<file path="src/rtl/move_pkg.sv">
// Shared definitions for the MOVE step/direction interface: default widths,
// the receiver qualification FSM states and the system clock rate.
package move_pkg;

   localparam int CLK_HZ           = 50_000_000;
   localparam int POS_W_DEF        = 24;
   localparam int PER_W_DEF        = 20;
   // 10 ms of step silence before the axis is reported idle
   localparam int IDLE_TIMEOUT_DEF = CLK_HZ / 100;

   typedef enum logic [1:0] {
      LOW  = 2'd0,
      QUAL = 2'd1,
      HIGH = 2'd2
   } step_state_t;

endpackage

</file>
<file path="src/rtl/move_sync2.sv">
// Two-flop synchronizer bringing an asynchronous line into the clk domain.
module move_sync2 (
   input  logic clk,
   input  logic rst,
   input  logic d,
   output logic q
);

   logic meta;

   // NOTE: sequential state uses non-blocking assignments so every flop samples
   // the pre-edge value of its neighbour; blocking here would collapse the chain.
   always_ff @(posedge clk) begin
      if (rst) begin
         meta <= 1'b0;
         q    <= 1'b0;
      end else begin
         meta <= d;
         q    <= meta;
      end
   end

endmodule

</file>
<file path="src/rtl/move_step_rx.sv">
// Step/direction receiver: qualifies step pulses, keeps a saturating signed
// position, measures step period, and reports moving status and sticky faults.
module move_step_rx
   import move_pkg::*;
#(
   parameter int POS_W        = POS_W_DEF,
   parameter int PER_W        = PER_W_DEF,
   parameter int MIN_HIGH     = 5,
   parameter int DIR_SETUP    = 2,
   parameter int IDLE_TIMEOUT = IDLE_TIMEOUT_DEF
) (
   input  logic                    clk,
   input  logic                    rst,
   input  logic                    step_in,
   input  logic                    dir_in,
   input  logic                    clr_pos,
   input  logic                    fault_clr,
   output logic signed [POS_W-1:0] position,
   output logic                    step_strobe,
   output logic                    dir_out,
   output logic                    moving,
   output logic [PER_W-1:0]        period,
   output logic                    period_valid,
   output logic                    fault_glitch,
   output logic                    fault_dir,
   output logic                    fault_limit
);

   localparam int DS_W   = $clog2(DIR_SETUP + 2);
   localparam int IDLE_W = $clog2(IDLE_TIMEOUT + 1);

   localparam logic [7:0]        MIN_HIGH_C  = 8'(MIN_HIGH);
   localparam logic [DS_W-1:0]   DIR_SETUP_C = DS_W'(DIR_SETUP);
   localparam logic [IDLE_W-1:0] IDLE_LAST_C = IDLE_W'(IDLE_TIMEOUT - 1);
   localparam logic [POS_W-1:0]  POS_MAX     = {1'b0, {(POS_W-1){1'b1}}};
   localparam logic [POS_W-1:0]  POS_MIN     = {1'b1, {(POS_W-1){1'b0}}};

   logic              step_s;
   logic              dir_s;
   logic              dir_q;
   logic              dir_chg;
   logic              dir_stable;
   logic [DS_W-1:0]   dir_cnt;
   logic [1:0]        fill_cnt;
   logic              armed;

   step_state_t       state;
   step_state_t       state_nx;
   logic [7:0]        hi_cnt;
   logic [7:0]        hi_cnt_nx;
   logic              dir_lat;
   logic              dir_lat_nx;
   logic              setup_ok;
   logic              setup_ok_nx;

   logic              glitch_ev;
   logic              dir_ev;
   logic              limit_ev;
   logic              at_limit;

   logic [PER_W-1:0]  per_cnt;
   logic [IDLE_W-1:0] idle_cnt;

   move_sync2 u_sync_step (
      .clk (clk),
      .rst (rst),
      .d   (step_in),
      .q   (step_s)
   );

   move_sync2 u_sync_dir (
      .clk (clk),
      .rst (rst),
      .d   (dir_in),
      .q   (dir_s)
   );

   assign dir_chg    = dir_s ^ dir_q;
   assign dir_stable = !dir_chg && (dir_cnt >= DIR_SETUP_C);

   // The synchronizer reloads from zero after reset, so a line already high
   // must first be seen low once the pipeline has refilled before it can count.
   always_ff @(posedge clk) begin
      if (rst) begin
         dir_q    <= 1'b0;
         dir_cnt  <= '0;
         fill_cnt <= 2'd0;
         armed    <= 1'b0;
      end else begin
         dir_q <= dir_s;
         if (dir_chg)
            dir_cnt <= DS_W'(1);
         else if (dir_cnt < DIR_SETUP_C)
            dir_cnt <= dir_cnt + DS_W'(1);
         if (fill_cnt != 2'd2)
            fill_cnt <= fill_cnt + 2'd1;
         if (fill_cnt == 2'd2 && !step_s)
            armed <= 1'b1;
      end
   end

   always_ff @(posedge clk) begin
      if (rst) begin
         state    <= LOW;
         hi_cnt   <= 8'd0;
         dir_lat  <= 1'b0;
         setup_ok <= 1'b0;
      end else begin
         state    <= state_nx;
         hi_cnt   <= hi_cnt_nx;
         dir_lat  <= dir_lat_nx;
         setup_ok <= setup_ok_nx;
      end
   end

   // NOTE: every signal written here gets a default first, so no path can
   // leave one unassigned and infer a latch.
   always_comb begin
      state_nx    = state;
      hi_cnt_nx   = hi_cnt;
      dir_lat_nx  = dir_lat;
      setup_ok_nx = setup_ok;
      case (state)
         LOW: begin
            if (step_s && armed) begin
               state_nx    = QUAL;
               hi_cnt_nx   = 8'd1;
               dir_lat_nx  = dir_s;
               setup_ok_nx = dir_stable;
            end
         end
         QUAL: begin
            if (hi_cnt == MIN_HIGH_C)
               state_nx = step_s ? HIGH : LOW;
            else if (!step_s)
               state_nx = LOW;
            else
               hi_cnt_nx = hi_cnt + 8'd1;
         end
         HIGH: begin
            if (!step_s)
               state_nx = LOW;
         end
         default: state_nx = LOW;
      endcase
   end

   always_comb begin
      step_strobe = 1'b0;
      glitch_ev   = 1'b0;
      dir_ev      = 1'b0;
      case (state)
         LOW:  dir_ev = step_s && armed && !dir_stable;
         QUAL: begin
            step_strobe = (hi_cnt == MIN_HIGH_C);
            glitch_ev   = (hi_cnt != MIN_HIGH_C) && !step_s;
            dir_ev      = dir_chg;
         end
         HIGH: dir_ev = dir_chg;
         default: ;
      endcase
   end

   assign at_limit = dir_lat ? (position == POS_MAX) : (position == POS_MIN);
   assign limit_ev = step_strobe && !clr_pos && at_limit;

   // A clear in the strobe cycle drops the step; direction still follows it.
   always_ff @(posedge clk) begin
      if (rst) begin
         position <= '0;
         dir_out  <= 1'b0;
      end else begin
         if (step_strobe)
            dir_out <= dir_lat;
         if (clr_pos)
            position <= '0;
         else if (step_strobe && !at_limit)
            position <= dir_lat ? position + POS_W'(1) : position - POS_W'(1);
      end
   end

   // On idle timeout the period counter restarts but the last period is kept.
   always_ff @(posedge clk) begin
      if (rst) begin
         per_cnt      <= '0;
         period       <= '0;
         period_valid <= 1'b0;
         moving       <= 1'b0;
         idle_cnt     <= '0;
      end else if (step_strobe) begin
         period       <= per_cnt;
         per_cnt      <= PER_W'(1);
         period_valid <= moving;
         moving       <= 1'b1;
         idle_cnt     <= IDLE_W'(1);
      end else begin
         if (per_cnt != '1)
            per_cnt <= per_cnt + PER_W'(1);
         if (moving) begin
            if (idle_cnt == IDLE_LAST_C) begin
               moving       <= 1'b0;
               period_valid <= 1'b0;
               per_cnt      <= '0;
               idle_cnt     <= '0;
            end else begin
               idle_cnt <= idle_cnt + IDLE_W'(1);
            end
         end
      end
   end

   // A new event in the same cycle as fault_clr keeps the fault set.
   always_ff @(posedge clk) begin
      if (rst) begin
         fault_glitch <= 1'b0;
         fault_dir    <= 1'b0;
         fault_limit  <= 1'b0;
      end else begin
         fault_glitch <= (fault_glitch && !fault_clr) || glitch_ev;
         fault_dir    <= (fault_dir    && !fault_clr) || dir_ev;
         fault_limit  <= (fault_limit  && !fault_clr) || limit_ev;
      end
   end

endmodule

</file>
<file path="config.mk">
export PLATFORM = sky130hd
export DESIGN_NAME = move_step_rx
export DESIGN_NICKNAME = d
export VERILOG_FILES = /design/src/rtl/move_pkg.sv /design/src/rtl/move_sync2.sv /design/src/rtl/move_step_rx.sv
export SDC_FILE = /design/constraint.sdc
export NUM_CORES = 1
export LEC_CHECK = 0
export CORE_MARGIN = 2
export CORE_UTILIZATION = 45
export DETAILED_ROUTE_END_ITERATION = 8
export PLACE_DENSITY = 0.64
export SYNTH_ARGS = -nofsm -noshare
export SYNTH_HDL_FRONTEND = slang
export SYNTH_SLANG_ARGS = --single-unit
</file>
<file path="constraint.sdc">
create_clock -name clk -period 5.6 [get_ports clk]
set_clock_uncertainty 0.2 [all_clocks]
set_input_delay 1.68 -clock clk [delete_from_list [all_inputs] [get_ports clk]]
set_output_delay 1.68 -clock clk [all_outputs]
set_load 0.05 [all_outputs]
</file>
[Word-level counts from Yosys, hierarchy flattened]
Cells that the tools add are included.
Storage, ports and cells
  output and inout port bits: 51
  register bits after elaboration: 110
  input bits: 6
Cells by class
  mux-type cells: 29
  reductions and logical operators: 32
  order comparisons: 2
  equal/unequal tests: 13
  bitwise logic cells: 1
  $add $sub $neg: 7
Operators with widths (number)
  $mux W20: 3
  $add A24 B2 Y24 const B: 1
  $eq A24 B23 Y1 const B: 1
  $eq A24 B24 Y1 const B: 1
  $mux W24: 1
  $mux W8: 3
  $sub A24 B2 Y24 const B: 1
  $add A20 B1 Y20 const B: 1
  $ne A20 B20 Y1 const B: 1
  $add A19 B1 Y19 const B: 1
  $eq A19 B19 Y1 const B: 1
  $mux W19: 1
  $pmux W8 S2: 1
  $mux W1: 14
  $logic_and A1 B1 Y1: 11
  $add A8 B1 Y8 const B: 1
  $eq A8 B3 Y1 const B: 1
  $mux W2: 4
  $ne A8 B3 Y1 const B: 1
  $reduce_bool A2 Y1: 4
  $reduce_or A2 Y1: 4
  $logic_not A1 Y1: 6
  $ne A2 B2 Y1 const B: 3
  $pmux W2 S3: 1
  other kinds (12): 17

[Longest topological paths before layout]
  depth after elaboration: 7
  depth in mapped cells: 12

[Cells and area by module]
From an unflattened synthesis, not the netlist that was laid out.
Second synthesis, totals
  cells, all modules: 712
  area, all modules: 5733.0 um^2
Modules (own cells, without submodules)
  move_step_rx: cells each 704, area each 5627.9 um^2, times used 1
  move_sync2: cells each 4, area each 52.6 um^2, times used 2

[Worst setup path before layout]
OpenSTA, ideal clock, no wires.
  kind: register to output
  start point: reg hi_cnt[3]
  end point: out step_strobe
  setup slack: 1910 ps
  stages on the path, launching flop included: 6
  data required time: 3720 ps
  arrival: 1810 ps
  cell sequence: dfxtp_1 -> nor4b_2 -> nand4_2 -> inv_1 -> buf_2 -> buf_1
Between the ends
  word-level cells in the longest chain between the ends: 2
RTL lines
  start, declared: RTL line move_step_rx.sv:49  | logic [7:0] hi_cnt;
  start signal, assigned: RTL line move_step_rx.sv:110  | hi_cnt <= hi_cnt_nx;
  $eq A8 B3 Y1: RTL line move_step_rx.sv:155  | step_strobe = (hi_cnt == MIN_HIGH_C);
  $mux W1: RTL line move_step_rx.sv:152  | case (state)
  end, declared: RTL line move_step_rx.sv:19  | output logic step_strobe,
No other way between the ends.

[Final worst setup path]
Same ends and word-level chain as after synthesis.

==> impl_metrics.tcl <==
set metrics [dict create \
    status "complete, no violations" \
    port_buffers 56 \
    hold_end "u_sync_step.q" \
    synthFlopType "dfxtp_1" \
    cts_setup_buffers 0 \
    cts_max_level 3 \
    start_util_pct 46.3 \
    ir_drop_v 0.000217 \
    num_rows 40 \
    hold_viol 0 \
    hold-worst-slack_ps 255 \
    critical_path_required_ps 3720 \
    drc 0 \
    drv_slew 0 \
    drive_gt1_share_pct 4.04 \
    min-delay-start "u_sync_step.meta" \
    tightest_slew_ps 1130 \
    ys_seq_area_share_pct 39.3 \
    seqPwrFrac_pct 50.4 \
    synth-edff-count 0 \
    synthDistinctLibCells 56 \
    synth.largest_area_cell "dfxtp_1" \
    crit_path_start_kind "register" \
    finalPower_mw 1.63 \
    switchingPower_uw 381 \
    wirelength_um 12800 \
    multi_input_area_mm2 0.00325 \
    post_cts_resized 0 \
    routed-via-count 4930 \
    cts_max_path_buffers 2 \
    n_fill_cell 1153 \
    grt_pass1_wl_um 21600 \
    cts-hold-fix-buffers 0 \
    combPwrFrac_pct 7.2 \
    timing.max_cap.violations 0 \
    grt_pass1_vias 4669 \
    power.internal_mw 1.25 \
    reg2reg_slack_ps 1830 \
    synth_cells 694 \
    synthTopCellsByCount "dfxtp_1, nand2_1, nor2_1, a21oi_1, xor2_1" \
    path_clk_slew_ps 70 \
    r2r_start "dir_lat" \
    syn_nets 733 \
    dr.pass1.iters 5 \
    synth-seq-cells 110 \
    synth.top_cell.area_share_pct 39.3 \
    reg2regPathDepth 9 \
    cts_tree "done" \
    crit_arrival_ps 2350 \
    endpoint_kind "output pin" \
    fin_nets 776 \
    grt_usage_pct 20.0 \
    reg2reg_to "position[23]" \
    whs_path_depth 1 \
    grt_max_degree 36 \
    layout_min_cycle_time_ps 4230 \
    max_slew_margin_pct 24.6 \
    dieArea_mm2 0.0134 \
    syn_area_per_cell_um2 8.08 \
    antenna_left 0 \
    yosys_warnings 0 \
    die_y_um 116 \
    globalRoute.totalOverflow 0 \
    fmax_mhz 236 \
    setup_tns_ps 0 \
    cellPowerDensity_mw_per_mm2 246 \
    insertion_delay_ps 360 \
    rsz0062_at_grt "false" \
    ios 57 \
    switching_share_pct 23.4 \
    regArea_mm2 0.00220 \
    critPathMaxFanout 28 \
    grt_antenna_before_repair 0 \
    dp_hpwl_um 9010 \
    async_flop_share_pct 0 \
    finalSetupViolations 0 \
    leakage_nw 2.55 \
    core_mm2 0.0121 \
    numClockSinks 110 \
    diodes 0 \
    clock-root-buffer "clkbuf_16" \
    path_class "reg2out" \
    wl_per_cell_um 14.1 \
    first_iter_violations 215 \
    syn-cell-area_mm2 0.00561 \
    areaGrowthSynthToFinish_pct 18.0 \
    min_path_type "reg2reg" \
    ys_top_cells_by_area "dfxtp_1, nand2_1, ha_1" \
    gp_congestion 0.934 \
    layout_worst_path_cycle_share_pct 75.5 \
    power_frac_clock_pct 42.5 \
    vias_per_cell 5.42 \
    die_x_um 116 \
    cts_made_buffers 9 \
]
[sequential cells by signal, summed over array words and instances (netlist names), 2 cells and up]
name / cells
idle_cnt: 19
state: 2
position: 24
period: 20
hi_cnt: 8
fill_cnt: 2
dir_cnt: 2
per_cnt: 20
[cell type report]
class | count | area share (%)
Multi-Input combinational cell | 544 | 49.1
Timing Repair Buffer | 60 | 8.85
Clock inverter | 5 | 1.34
Sequential cell | 110 | 33.3
Inverter | 12 | 0.681
Clock buffer | 11 | 3.52
Tap cell | 168 | 3.18
[cells by family after synthesis]
group | after synthesis | synth area share, %
AO/OA/AOI/OAI | 145 | 15.4
buffers and inverters | 40 | 2.77
XOR/XNOR | 55 | 8.59
AND/OR/NAND/NOR | 305 | 25.4
adder cells (fa/ha/maj) | 33 | 7.50
multiplexers | 6 | 1.09
flip-flops | 110 | 39.3
[worst max-delay path by stage]
stage | start | endpoint | slack, ps | depth (start not counted)
6_report | hi_cnt[3] | step_strobe | 1370 | 5
5_1_grt | hi_cnt[3] | step_strobe | 1270 | 5
4_1_cts | hi_cnt[3] | step_strobe | 1360 | 5
3_5_place_dp | hi_cnt[3] | step_strobe | 1770 | 5
3_3_place_gp | hi_cnt[3] | step_strobe | 1780 | 5
2_1_floorplan | hi_cnt[3] | step_strobe | 1910 | 5
[through the flow]
stage / worst slack [ps] / instance area [um^2] / std cells / utilization, %
final: 1370 / 6620 / 910 / 54.6
after global routing: 1270 / 6620 / 910 / 54.6
after CTS: 1360 / 6620 / 910 / 54.6
after detailed placement: 1770 / 6290 / 894 / 52.0
after global placement: 1780 / 6290 / 894 / 52.0
after floorplan: 1910 / 5610 / 694 / -
[power by group through the flow]
stage / registers [mW] / logic [mW] / clock network (mW)
floorplan: 0.841 / 0.0863 / 0
global placement: 0.838 / 0.112 / 0
detailed placement: 0.840 / 0.117 / 0
CTS: 0.821 / 0.118 / 0.715
global route: 0.824 / 0.134 / 0.743
finish: 0.821 / 0.117 / 0.692
[worst max-delay path, cell delays in order (launching register included)]
cell             delay (ps)
dfxtp_1                 350
nor4b_2                 360
nand4_2                 120
buf_4                   250
inv_1                   100
clkdlybuf4s50_1         800
[routing by layer]
layer	routed length (um)	track usage (%)	vias to the layer above
met4	138	6.27	0
li1	-	-	2517
met3	528	5.23	12
met5	0	0	-
met2	6390	34.4	93
met1	5730	24.6	2308
[layout by cell type, fill, tap and decap left out, drive strengths merged, types with 22 or more instances in the layout]
| master | instances |
|---|---|
| xor2 | 40 |
| nor2 | 84 |
| a21oi | 69 |
| o21ai | 28 |
| nand3 | 22 |
| dfxtp | 110 |
| nand2 | 110 |
| ha | 32 |
| clkdlybuf4s50 | 55 |
| nand4 | 27 |
Note: power is estimated with default switching activity, not from simulation.
